`config.mk`:
```
export PLATFORM = sky130hd
export DESIGN_NAME = keypad_emulator_flat
export DESIGN_NICKNAME = d
export VERILOG_FILES = /design/src/rtl/keypad_emulator_pkg.sv /design/src/rtl/keypad_emulator_if.sv /design/src/rtl/keypad_emulator_bounce_gen.sv /design/src/rtl/keypad_emulator.sv /design/src/flat_wrapper.sv
export SDC_FILE = /design/constraint.sdc
export NUM_CORES = 1
export LEC_CHECK = 0
export CAP_MARGIN = 40
export CORE_MARGIN = 8
export CORE_UTILIZATION = 57
export CTS_BUF_LIST = sky130_fd_sc_hd__clkbuf_8 sky130_fd_sc_hd__clkbuf_16
export DETAILED_ROUTE_END_ITERATION = 12
export PLACE_DENSITY = 0.87
export SLEW_MARGIN = 25
export SYNTH_ARGS = -nofsm -noshare
export SYNTH_HDL_FRONTEND = slang
export SYNTH_HIERARCHICAL = 1
export SYNTH_SLANG_ARGS = --single-unit
```
`constraint.sdc`:
```
create_clock -name clk -period 4 [get_ports clk]
set_clock_uncertainty 0.1 [all_clocks]
set_input_delay 1.2 -clock clk [delete_from_list [all_inputs] [get_ports clk]]
set_output_delay 1.2 -clock clk [all_outputs]
set_load 0.01 [all_outputs]
```
`src/rtl/keypad_emulator_pkg.sv`:
```
// Purpose : shared keypad definitions (state encoding, key map) for emulator and scanner.
// Latency : n/a (types, constants and a pure function only).
// Backpr. : n/a.
package keypad_pkg;

    localparam int ROWS = 4;
    localparam int COLS = 4;

    typedef enum logic [2:0] {
        ST_IDLE       = 3'd0,
        ST_BOUNCE_IN  = 3'd1,
        ST_HOLD       = 3'd2,
        ST_BOUNCE_OUT = 3'd3,
        ST_GAP        = 3'd4
    } kp_state_e;

    // Hex key code -> {row[1:0], col[1:0]}. The scanner decodes with the same
    // table, so the two sides cannot disagree on the physical layout.
    function automatic logic [3:0] key2rc(input logic [3:0] code);
        logic [3:0] rc;
        rc = 4'b0000;
        case (code)
            4'h1: rc = 4'b00_00;
            4'h2: rc = 4'b00_01;
            4'h3: rc = 4'b00_10;
            4'hA: rc = 4'b00_11;
            4'h4: rc = 4'b01_00;
            4'h5: rc = 4'b01_01;
            4'h6: rc = 4'b01_10;
            4'hB: rc = 4'b01_11;
            4'h7: rc = 4'b10_00;
            4'h8: rc = 4'b10_01;
            4'h9: rc = 4'b10_10;
            4'hC: rc = 4'b10_11;
            4'hE: rc = 4'b11_00;
            4'h0: rc = 4'b11_01;
            4'hF: rc = 4'b11_10;
            4'hD: rc = 4'b11_11;
            default: rc = 4'b00_00;
        endcase
        return rc;
    endfunction

endpackage

```
`src/rtl/keypad_emulator_if.sv`:
```
// Purpose : press-request handshake plus scanner col/row lines of the keypad emulator.
// Latency : n/a (signal bundle only).
// Backpr. : key_valid/key_ready handshake; col/row carry no flow control.
// Ports   : key_valid, key_code[3:0], hold_len[15:0], col[3:0] driven by master;
//           key_ready, row[3:0], contact, done driven by the emulator (slave).
interface keypad_emulator_if;
    logic        key_valid;
    logic [3:0]  key_code;
    logic [15:0] hold_len;
    logic        key_ready;
    logic [3:0]  col;
    logic [3:0]  row;
    logic        contact;
    logic        done;

    modport master (
        output key_valid, key_code, hold_len, col,
        input  key_ready, row, contact, done
    );

    modport slave (
        input  key_valid, key_code, hold_len, col,
        output key_ready, row, contact, done
    );
endinterface

```
`src/rtl/keypad_emulator_bounce_gen.sv`:
```
// Purpose : shared state-duration down-counter and bounce-phase generator producing contact.
// Latency : contact follows the registered state/phase, no extra delay.
// Backpr. : none; counters run freely and are reloaded on every state entry.
// Ports   : clk, reset (sync, active-low), load_i/load_val_i (reload on entry),
//           state_i (current state), cnt_zero_o (last cycle of state), contact_o.
module bounce_gen
    import keypad_pkg::*;
#(
    parameter int BOUNCE_CYCLES = 8
) (
    input  logic        clk,
    input  logic        reset,
    input  logic        load_i,
    input  logic [15:0] load_val_i,
    input  kp_state_e   state_i,
    output logic        cnt_zero_o,
    output logic        contact_o
);

    localparam int PW = (BOUNCE_CYCLES > 1) ? $clog2(BOUNCE_CYCLES) : 1;
    localparam logic [PW-1:0] PH_RELOAD = PW'(BOUNCE_CYCLES - 1);

    logic [15:0]   cnt_q;
    logic [PW-1:0] ph_cnt_q;
    logic          phase_q;   // 0 = first half-period of a bounce pair

    always_ff @(posedge clk) begin
        if (!reset) begin
            cnt_q    <= 16'd0;
            ph_cnt_q <= '0;
            phase_q  <= 1'b0;
        end else if (load_i) begin
            cnt_q    <= load_val_i;
            ph_cnt_q <= PH_RELOAD;
            phase_q  <= 1'b0;
        end else begin
            if (cnt_q != 16'd0) begin
                cnt_q <= cnt_q - 16'd1;
            end
            if (ph_cnt_q == '0) begin
                ph_cnt_q <= PH_RELOAD;
                phase_q  <= ~phase_q;
            end else begin
                ph_cnt_q <= ph_cnt_q - 1'b1;
            end
        end
    end

    assign cnt_zero_o = (cnt_q == 16'd0);

    // Press bounce starts closed, release bounce starts open.
    assign contact_o = (state_i == ST_HOLD) ||
                       ((state_i == ST_BOUNCE_IN)  && !phase_q) ||
                       ((state_i == ST_BOUNCE_OUT) &&  phase_q);

endmodule

```
`src/rtl/keypad_emulator.sv`:
```
// Purpose : 4x4 matrix keypad responder: presses one key with programmable bounce.
// Latency : accept -> contact next cycle; col -> row combinational (zero cycles).
// Backpr. : key_ready only in IDLE; key_valid ignored while busy, no queueing.
// Ports   : clk, reset (sync, active-low), kif (slave): key_valid/key_code/hold_len/
//           key_ready handshake, col in, row/contact/done out.
module keypad_emulator
    import keypad_pkg::*;
#(
    parameter int BOUNCE_CYCLES  = 8,
    parameter int BOUNCE_TOGGLES = 3,
    parameter int GAP_CYCLES     = 16
) (
    input  logic            clk,
    input  logic            reset,
    keypad_emulator_if.slave kif
);

    localparam logic        BOUNCE_EN   = (BOUNCE_TOGGLES != 0);
    localparam int          BOUNCE_LEN  = 2 * BOUNCE_TOGGLES * BOUNCE_CYCLES;
    localparam logic [15:0] BOUNCE_LOAD = 16'((BOUNCE_LEN > 0) ? BOUNCE_LEN - 1 : 0);
    localparam logic [15:0] GAP_LOAD    = 16'((GAP_CYCLES > 0) ? GAP_CYCLES - 1 : 0);

    kp_state_e   state_q, state_d;
    logic [1:0]  kcol_q, krow_q;
    logic [15:0] hold_q;
    logic        key_ready_q;
    logic        done_q;

    logic        accept;
    logic        cnt_zero;
    logic        contact;
    logic        load;
    logic [15:0] load_val;
    logic [15:0] hold_eff;

    assign accept = kif.key_valid && key_ready_q;

    always_comb begin
        state_d = state_q;
        case (state_q)
            ST_IDLE:       if (accept)   state_d = BOUNCE_EN ? ST_BOUNCE_IN : ST_HOLD;
            ST_BOUNCE_IN:  if (cnt_zero) state_d = ST_HOLD;
            ST_HOLD:       if (cnt_zero) state_d = BOUNCE_EN ? ST_BOUNCE_OUT : ST_GAP;
            ST_BOUNCE_OUT: if (cnt_zero) state_d = ST_GAP;
            ST_GAP:        if (cnt_zero) state_d = ST_IDLE;
            default:                     state_d = ST_IDLE;
        endcase
    end

    // Without bounce HOLD is entered straight from IDLE, before hold_len has
    // been registered, so the live input is used for that reload.
    assign hold_eff = (state_q == ST_IDLE) ? kif.hold_len : hold_q;

    // Counter holds "cycles remaining minus one"; zero marks the last cycle.
    always_comb begin
        load_val = 16'd0;
        case (state_d)
            ST_BOUNCE_IN,
            ST_BOUNCE_OUT: load_val = BOUNCE_LOAD;
            ST_HOLD:       load_val = (hold_eff == 16'd0) ? 16'd0 : hold_eff - 16'd1;
            ST_GAP:        load_val = GAP_LOAD;
            default:       load_val = 16'd0;
        endcase
    end

    assign load = (state_d != state_q);

    always_ff @(posedge clk) begin
        if (!reset) begin
            state_q     <= ST_IDLE;
            key_ready_q <= 1'b1;
            done_q      <= 1'b0;
            kcol_q      <= 2'd0;
            krow_q      <= 2'd0;
            hold_q      <= 16'd0;
        end else begin
            state_q     <= state_d;
            key_ready_q <= (state_d == ST_IDLE);
            done_q      <= (state_q == ST_GAP) && (state_d == ST_IDLE);
            if (accept) begin
                {krow_q, kcol_q} <= key2rc(kif.key_code);
                hold_q           <= kif.hold_len;
            end
        end
    end

    bounce_gen #(
        .BOUNCE_CYCLES (BOUNCE_CYCLES)
    ) u_bounce_gen (
        .clk        (clk),
        .reset      (reset),
        .load_i     (load),
        .load_val_i (load_val),
        .state_i    (state_q),
        .cnt_zero_o (cnt_zero),
        .contact_o  (contact)
    );

    // Only the pressed key's row can answer, and only to its own column bit.
    assign kif.row       = (contact && kif.col[kcol_q]) ? (4'b0001 << krow_q) : 4'b0000;
    assign kif.contact   = contact;
    assign kif.key_ready = key_ready_q;
    assign kif.done      = done_q;

endmodule

```
`src/flat_wrapper.sv`:
```
// flat-port wrapper written by rule: the top's interface ports become plain ports
module keypad_emulator_flat import keypad_pkg::*;
#(
    parameter int BOUNCE_CYCLES  = 8,
    parameter int BOUNCE_TOGGLES = 3,
    parameter int GAP_CYCLES     = 16
)
  (clk, reset, kif_key_valid, kif_key_code, kif_hold_len, kif_col, kif_key_ready, kif_row, kif_contact, kif_done);
  keypad_emulator_if kif_i ();
  input  logic clk;
  input  logic reset;
  input wire logic [$bits(kif_i.key_valid)-1:0] kif_key_valid;
  input wire logic [$bits(kif_i.key_code)-1:0] kif_key_code;
  input wire logic [$bits(kif_i.hold_len)-1:0] kif_hold_len;
  input wire logic [$bits(kif_i.col)-1:0] kif_col;
  output wire logic [$bits(kif_i.key_ready)-1:0] kif_key_ready;
  output wire logic [$bits(kif_i.row)-1:0] kif_row;
  output wire logic [$bits(kif_i.contact)-1:0] kif_contact;
  output wire logic [$bits(kif_i.done)-1:0] kif_done;
  assign kif_i.key_valid = kif_key_valid;
  assign kif_i.key_code = kif_key_code;
  assign kif_i.hold_len = kif_hold_len;
  assign kif_i.col = kif_col;
  assign kif_key_ready = kif_i.key_ready;
  assign kif_row = kif_i.row;
  assign kif_contact = kif_i.contact;
  assign kif_done = kif_i.done;
  keypad_emulator #(.BOUNCE_CYCLES(BOUNCE_CYCLES), .BOUNCE_TOGGLES(BOUNCE_TOGGLES), .GAP_CYCLES(GAP_CYCLES)) u_core (.clk(clk), .reset(reset), .kif(kif_i));
endmodule
```
==> results of run 1 <==
-- Yosys cell counts, types with 3 or more instances --
cell type | instances | share of area (%)
sky130_fd_sc_hd__xor2_1 | 9 | 2.6
sky130_fd_sc_hd__dfxtp_1 | 45 | 30
sky130_fd_sc_hd__nor4_1 | 7 | 1.5
sky130_fd_sc_hd__and4_1 | 3 | 0.88
sky130_fd_sc_hd__nor2_1 | 22 | 2.8
sky130_fd_sc_hd__nand2b_1 | 3 | 0.63
sky130_fd_sc_hd__o21a_1 | 5 | 1.3
sky130_fd_sc_hd__buf_2 | 5 | 0.84
sky130_fd_sc_hd__nor3b_1 | 9 | 2.3
sky130_fd_sc_hd__inv_1 | 10 | 1.3
sky130_fd_sc_hd__nand2_1 | 54 | 6.8
sky130_fd_sc_hd__or3_1 | 11 | 2.3
sky130_fd_sc_hd__mux2_2 | 3 | 1.1
sky130_fd_sc_hd__nor2b_1 | 5 | 1.0
sky130_fd_sc_hd__o21ai_0 | 24 | 4.0
sky130_fd_sc_hd__nor3_1 | 21 | 3.5
sky130_fd_sc_hd__o211ai_1 | 7 | 1.8
sky130_fd_sc_hd__ha_1 | 4 | 1.7
sky130_fd_sc_hd__a211oi_1 | 3 | 0.76
sky130_fd_sc_hd__nand3_1 | 9 | 1.5
sky130_fd_sc_hd__buf_6 | 3 | 1.1
sky130_fd_sc_hd__and2_1 | 4 | 0.84
sky130_fd_sc_hd__a21boi_0 | 5 | 1.3
sky130_fd_sc_hd__nand4b_1 | 3 | 0.88
sky130_fd_sc_hd__clkbuf_1 | 12 | 1.5
sky130_fd_sc_hd__xnor2_1 | 13 | 3.8
sky130_fd_sc_hd__a21oi_1 | 25 | 4.2
sky130_fd_sc_hd__mux2i_1 | 18 | 6.0
-- what timing repair did --
action / in CTS / in global routing
gates resized for setup: 4 / 1
hold endpoints to repair: 0 / 0
hold buffers: 0 / 0
endpoints found under the setup margin: 4 / 1
gates cloned: 0 / 0
-- metrics by stage --
step / TNS [ps] / worst slack [ps] / hold slack, ps
after floorplan: 0 / 377 / 319
after detailed placement: -359 / -118 / 344
after global routing: 0 / 65.7 / 382
after global placement: -52.5 / -40.6 / 332
final: 0 / 146 / 359
after CTS: 0 / 141 / 359
-- cell families after synthesis --
| group | count (synthesis) | share of synthesized area [%] |
|---|---|---|
| AO/OA/AOI/OAI | 92 | 20.3 |
| flip-flops | 45 | 30.2 |
| adder cells (fa/ha/maj) | 4 | 1.68 |
| XOR/XNOR | 22 | 6.46 |
| multiplexers | 23 | 8.39 |
| buffers and inverters | 34 | 5.41 |
| AND/OR/NAND/NOR | 159 | 27.5 |
-- worst max path at each step --
| stage | from | slack (ps) | cells past startpoint | end |
|---|---|---|---|---|
| after CTS | kif_col[2] | 140 | 4 | kif_row[3] |
| after detailed placement | kif_col[1] | -120 | 5 | kif_row[2] |
| final | kif_col[3] | 150 | 4 | kif_row[3] |
| after global placement | kif_col[3] | -40 | 4 | kif_row[3] |
| after floorplan | kif_hold_len[0] | 380 | 11 | u_core/u_bounce_gen/cnt_q[14] |
| after global routing | kif_hold_len[1] | 70 | 11 | u_core/u_bounce_gen/cnt_q[14] |
-- sequential cells by signal, summed over array words and instances, names as in the netlist --
name	count
u_core/kcol_q	2
u_core/u_bounce_gen/phase_q	1
u_core/kif.done	1
u_core/krow_q	2
u_core/state_q	3
u_core/hold_q	16
u_core/u_bounce_gen/cnt_q	16
u_core/u_bounce_gen/ph_cnt_q	3
u_core/kif.key_ready	1
-- worst register-to-register path, cell delays in order, from the launching register on --
cell and delay (ps):
sky130_fd_sc_hd__dfxtp_1 360, sky130_fd_sc_hd__or4_4 560, sky130_fd_sc_hd__or3_1 440, sky130_fd_sc_hd__nor2_1 490
sky130_fd_sc_hd__o21ai_0 180, sky130_fd_sc_hd__a21oi_1 380, sky130_fd_sc_hd__buf_4 230, sky130_fd_sc_hd__clkinv_1 240
sky130_fd_sc_hd__o21ai_0 260, sky130_fd_sc_hd__a31oi_1 60
-- layer usage --
| layer | up-vias | wire length [µm] | track usage, % |
|---|---|---|---|
| met1 | 1291 | 3260 | 23.3 |
| met5 | - | 0 | 0 |
| met3 | 6 | 318 | 3.34 |
| li1 | 1443 | - | - |
| met4 | 0 | 76 | 6.45 |
| met2 | 82 | 3400 | 32.2 |
-- area by class of cell --
cell class	instances	area share, %
Sequential cell	45	25.9
Tap cell	70	2.52
Clock buffer	6	2.37
Timing Repair Buffer	48	12.6
Inverter	11	1.19
Clock inverter	1	0.108
Multi-Input combinational cell	300	55.3
-- report_power, final --
group | switching [µW] | internal [µW]
clock network | 149 | 135
registers | 118 | 569
logic | 830 | 629
-- cells in the final DEF (no fill, tap or decap), types with 5 or more instances in the layout --
| master | netlist | routed |
|---|---|---|
| sky130_fd_sc_hd__nand2_1 | 54 | 54 |
| sky130_fd_sc_hd__dfxtp_1 | 45 | 45 |
| sky130_fd_sc_hd__clkdlybuf4s50_1 | 0 | 29 |
| sky130_fd_sc_hd__o21ai_0 | 24 | 24 |
| sky130_fd_sc_hd__a21oi_1 | 25 | 24 |
| sky130_fd_sc_hd__nor2_1 | 22 | 22 |
| sky130_fd_sc_hd__nor3_1 | 21 | 21 |
| sky130_fd_sc_hd__mux2i_1 | 18 | 18 |
| sky130_fd_sc_hd__buf_4 | 1 | 15 |
| sky130_fd_sc_hd__xnor2_1 | 13 | 13 |
| sky130_fd_sc_hd__inv_1 | 10 | 11 |
| sky130_fd_sc_hd__or3_1 | 11 | 11 |
| sky130_fd_sc_hd__nor3b_1 | 9 | 9 |
| sky130_fd_sc_hd__nand3_1 | 9 | 9 |
| sky130_fd_sc_hd__xor2_1 | 9 | 9 |
| sky130_fd_sc_hd__nor4_1 | 7 | 7 |
| sky130_fd_sc_hd__o211ai_1 | 7 | 7 |
| sky130_fd_sc_hd__clkbuf_8 | 0 | 6 |
| sky130_fd_sc_hd__o21a_1 | 5 | 5 |
| sky130_fd_sc_hd__nor2b_1 | 5 | 5 |
| sky130_fd_sc_hd__a21boi_0 | 5 | 5 |
==> impl_metrics.env, run 1 <==
export IMPL_power_per_cell_area_nw_per_um2=699
export IMPL_worst_path_max_fanout=2
export IMPL_layout_cell_area_non_filler_um2=3480
export IMPL_ir_drop_mv=0.374
export IMPL_core_area_um2=5070
export IMPL_fill_cell_total_of_the_finished_layout=416
export IMPL_die_y_um=88.3
export IMPL_io_buffer_count=33
export IMPL_synth_top_flop_cell="sky130_fd_sc_hd__dfxtp_1"
export IMPL_final_max_slew_viol_count=0
export IMPL_worst_slew_pin_slew_ps=754
export IMPL_final_seq_area_um2=901
export IMPL_synth_seq_cells=45
export IMPL_post_cts_setup_buffers=0
export IMPL_rows=26
export IMPL_number_of_antenna_violations_at_the_first_check_in_global_routing=0
export IMPL_asyncSetResetFlopFracSynth_pct=0
export IMPL_timing_critical_path_to_type="output port"
export IMPL_finalCriticalPeriod_ps=3850
export IMPL_drt_first_pass_iters=5
export IMPL_multiInputGateArea_um2=1920
export IMPL_postSynthAreaPerCell_um2=7.87
export IMPL_die_area_um2=7800
export IMPL_syn_to_final_growth_pct=16.6
export IMPL_cp_required_ps=2700
export IMPL_worstSkewPairLatency_ps=300
export IMPL_sequential_cell_area_fraction_in_the_yosys_report_pct=30.2
export IMPL_dieWidth_um=88.3
export IMPL_finalSetupViolCount=0
export IMPL_hpwl_mm=5.29
export IMPL_detail_route_vias_per_cell=5.87
export IMPL_wl_per_cell_um=14.7
export IMPL_final_core_util_pct=68.5
export IMPL_mappedNetlistArea_um2=2980
export IMPL_diodes=0
export IMPL_timing_hold_worst_endpoint="u_core/u_bounce_gen/ph_cnt_q[0]"
export IMPL_path_clk_slew_ps=80
export IMPL_routed_antenna_nets=0
export IMPL_synth_edff_count=0
export IMPL_r2r_slack_ps=580
export IMPL_clock_fmax_mhz=259
export IMPL_class_of_the_most_critical_setup_path="in -> out"
export IMPL_r2r_path_start="u_core/u_bounce_gen/cnt_q[6]"
export IMPL_critical_path_n_buffers_inverters=2
export IMPL_holdCritStartpoint="u_core/u_bounce_gen/ph_cnt_q[0]"
export IMPL_run_status="finished, final reports clean"
export IMPL_grtUsageTotal_pct=18.9
export IMPL_worst_path_dominant_cell_family="buffers and inverters"
export IMPL_tritoncts_buffers=5
export IMPL_maxSlewHeadroom_pct=49.7
export IMPL_starting_density_of_the_core_pct=58.8
export IMPL_timing_hold_violations_final=0
export IMPL_hold_path_class="reg -> reg"
export IMPL_gp_congestion=0.927
export IMPL_cell_breakdown_of_the_critical_path="clkdlybuf4s50_1, mux4_2, and4_1, dlygate4sd2_1"
export IMPL_crit_slowest_cell="sky130_fd_sc_hd__mux4_2"
export IMPL_clockRootBuffer="sky130_fd_sc_hd__clkbuf_8"
export IMPL_startpoint_class_of_the_critical_path="input port"
export IMPL_cts_max_path_buffers=2
export IMPL_min_delay_path_depth=1
export IMPL_post_place_cells=474
export IMPL_mappedNetlistNets=410
export IMPL_layout_cells_non_filler=481
export IMPL_critical_path_reg2reg_endpoint="u_core/u_bounce_gen/cnt_q[10]"
export IMPL_htreeDepth=2
export IMPL_layout_cells_sized_above_1_pct=7.79
export IMPL_fin_nets=442
export IMPL_grt_start_max_net_pins=23
export IMPL_rsz0062_at_grt="no"
export IMPL_numClockSinks=45
export IMPL_grt_overflow=0
export IMPL_dpl_cell_area_um2=3390
export IMPL_cpPeakStageDelay_ps=470
export IMPL_route_vias_total=2822
export IMPL_finalPower_uw=2430
export IMPL_remaining_drc_errors=0
export IMPL_arrival_worst_endpoint_ps=2550
export IMPL_max_cap_violations=0
export IMPL_synth_cell_type_count=58
export IMPL_fin_crit_sh_pct=96.4
export IMPL_grt_first_pass_wirelength_mm=12.0
export IMPL_design_portCount=34
export IMPL_syn_inst=379
export IMPL_final_routed_wirelength_mm=7.05
export IMPL_timing_reg2reg_worst_path_depth=9
export IMPL_synth_yosys_warnings=6
export IMPL_number_of_global_route_vias_before_repair=2707
export IMPL_leakage_uw=0.00134
export IMPL_cts_tree="built"
export IMPL_dr_first_iter_drc_count=176
(Power assumes the default switching activity.)
==> inputs of run 2 (changes only) <==
--- a/config.mk
+++ b/config.mk
@@ -6,6 +6,7 @@
 export NUM_CORES = 1
 export LEC_CHECK = 0
 export CAP_MARGIN = 40
+export CORE_ASPECT_RATIO = 0.9
 export CORE_MARGIN = 8
 export CORE_UTILIZATION = 57
 export CTS_BUF_LIST = sky130_fd_sc_hd__clkbuf_8 sky130_fd_sc_hd__clkbuf_16
==> impl_metrics.env, run 2 (synthesis results as in run 1) <==
export IMPL_final_routed_wirelength_mm=7.46
export IMPL_grt_start_max_net_pins=23
export IMPL_cp_required_ps=2700
export IMPL_run_status="finished, final reports clean"
export IMPL_mostFrequentLayoutCell="sky130_fd_sc_hd__nand2_1"
export IMPL_gp_congestion=0.882
export IMPL_drt_first_pass_iters=5
export IMPL_worst_slew_pin_slew_ps=789
export IMPL_maxSlewHeadroom_pct=47.4
export IMPL_post_route_hold_slack_ps=354
export IMPL_top_regs="u_core/hold_q (16), u_core/u_bounce_gen/cnt_q (16)"
export IMPL_route_top_layer_used="met4"
export IMPL_dieWidth_um=92.2
export IMPL_tritoncts_buffers=5
export IMPL_core_area_um2=5160
export IMPL_leakage_uw=0.00135
export IMPL_wl_per_cell_um=15.6
export IMPL_arrival_worst_endpoint_ps=2560
export IMPL_dr_first_iter_drc_count=306
export IMPL_diodes=0
export IMPL_syn_to_final_growth_pct=17.5
export IMPL_clock_fmax_mhz=259
export IMPL_ir_drop_mv=0.364
export IMPL_clockRootBuffer="sky130_fd_sc_hd__clkbuf_8"
export IMPL_remaining_drc_errors=0
export IMPL_hpwl_mm=5.47
export IMPL_path_clk_slew_ps=80
export IMPL_startpoint_class_of_the_critical_path="input port"
export IMPL_die_area_um2=7800
export IMPL_routed_wl_met3_um=395
export IMPL_finalSetupViolCount=0
export IMPL_timing_hold_violations_final=0
export IMPL_fill_cell_total_of_the_finished_layout=440
export IMPL_numClockSinks=45
export IMPL_class_of_the_most_critical_setup_path="in -> out"
export IMPL_routed_antenna_nets=0
export IMPL_power_per_cell_area_nw_per_um2=716
export IMPL_worstSkewPairLatency_ps=290
export IMPL_fin_crit_sh_pct=96.6
export IMPL_route_vias_total=2908
export IMPL_mostFrequentLayoutCells="54 x sky130_fd_sc_hd__nand2_1, 45 x sky130_fd_sc_hd__dfxtp_1, 29 x sky130_fd_sc_hd__clkdlybuf4s50_1"
export IMPL_die_y_um=84.6
export IMPL_post_cts_setup_buffers=0
export IMPL_timing_critical_path_to_type="output port"
export IMPL_design_portCount=34
export IMPL_fin_nets=442
export IMPL_htreeDepth=2
export IMPL_rows=25
export IMPL_final_seq_area_um2=901
export IMPL_cts_max_path_buffers=2
export IMPL_totalNegativeSetupSlack_ps=0
export IMPL_max_cap_violations=0
export IMPL_hold_path_class="reg -> reg"
export IMPL_drt_met1_wl_mm=3.33
export IMPL_grt_overflow=0
export IMPL_starting_density_of_the_core_pct=57.8
export IMPL_met2_wirelength_mm=3.60
export IMPL_layout_cells_sized_above_1_pct=8.01
export IMPL_cts_tree="built"
export IMPL_number_of_antenna_violations_at_the_first_check_in_global_routing=0
export IMPL_io_buffer_count=33
export IMPL_worst_path_max_fanout=2
export IMPL_finalCriticalPeriod_ps=3860
export IMPL_grt_first_pass_wirelength_mm=12.7
export IMPL_grtUsageTotal_pct=19.2
export IMPL_detail_route_vias_per_cell=6.07
export IMPL_number_of_global_route_vias_before_repair=2795
export IMPL_multiInputGateArea_um2=1920
export IMPL_final_max_slew_viol_count=0
run 2: cell count changes in the layout (fill, tap and decap cells not counted):
cell / previous run / this run
sky130_fd_sc_hd__bufinv_16: 0 / 1
sky130_fd_sc_hd__a21oi_1: 24 / 25
sky130_fd_sc_hd__nor3b_1: 9 / 8
sky130_fd_sc_hd__nor3b_2: 0 / 1
sky130_fd_sc_hd__a21oi_2: 1 / 0
run 2: through the flow:
stage	setup WS, ps	instance area (µm²)	std cells	power [µW]	utilization, %
6_report	136	3500	479	2510	67.9
3_3_place_gp	-48.6	3390	471	2070	65.6
2_1_floorplan	377	2980	379	1820	-
5_1_grt	-13.9	3500	479	2690	67.9
3_5_place_dp	-75.7	3390	471	2130	65.6
4_1_cts	136	3500	479	2490	67.8
run 2: repair_timing:
item | CTS | global route
pin swaps | 0 | 0
hold endpoints to repair | 0 | 0
gates resized for setup | 4 | 1
setup endpoints to repair | 4 | 1
hold buffers | 0 | 0
run 2: layout make-up:
class                      instances  share of cell area (%)
multi-input combinational        300                    54.9
sequential                        45                    25.7
timing repair buffer              48                    12.5
tap                               67                    2.39
clock buffer                       6                    2.36
inverter                          11                    1.18
clock inverter                     2                   0.964
run 2: final timing paths:
| kind | from | cells after the start | endpoint | slack [ps] |
|---|---|---|---|---|
| max | kif_col[3] | 4 | kif_row[3] | 140 |
| min | u_core/u_bounce_gen/ph_cnt_q[0] | 1 | u_core/u_bounce_gen/ph_cnt_q[0] | 350 |
| max reg2reg | u_core/u_bounce_gen/cnt_q[6] | 12 | u_core/u_bounce_gen/cnt_q[15] | 540 |
| min reg2reg | u_core/u_bounce_gen/ph_cnt_q[0] | 1 | u_core/u_bounce_gen/ph_cnt_q[0] | 350 |
run 2: critical path, cell delays in order:
cell and delay, ps:
sky130_fd_sc_hd__clkdlybuf4s50_1 390, sky130_fd_sc_hd__mux4_2 480, sky130_fd_sc_hd__and4_1 210, sky130_fd_sc_hd__dlygate4sd2_1 280
run 2: per-layer routing:
| metal | vias up | global-route usage [%] |
|---|---|---|
| met4 | 0 | 8.77 |
| met1 | 1351 | 24.2 |
| met5 | - | 0 |
| li1 | 1430 | - |
| met2 | 111 | 31.5 |
| met3 | 16 | 2.85 |
run 2: power breakdown:
| part | total (µW) | switching, µW | internal (µW) |
|---|---|---|---|
| logic | 1460 | 838 | 625 |
| registers | 692 | 123 | 569 |
| clock network | 353 | 152 | 201 |
==> inputs of run 3 (changes only) <==
--- a/config.mk
+++ b/config.mk
@@ -12,6 +12,7 @@
 export CTS_BUF_LIST = sky130_fd_sc_hd__clkbuf_8 sky130_fd_sc_hd__clkbuf_16
 export DETAILED_ROUTE_END_ITERATION = 12
 export PLACE_DENSITY = 0.87
+export SKIP_LAST_GASP = 1
 export SLEW_MARGIN = 25
 export SYNTH_ARGS = -nofsm -noshare
 export SYNTH_HDL_FRONTEND = slang
==> results of run 3 <==
The final DEF is identical to that of run 2; final timing and power are the same.
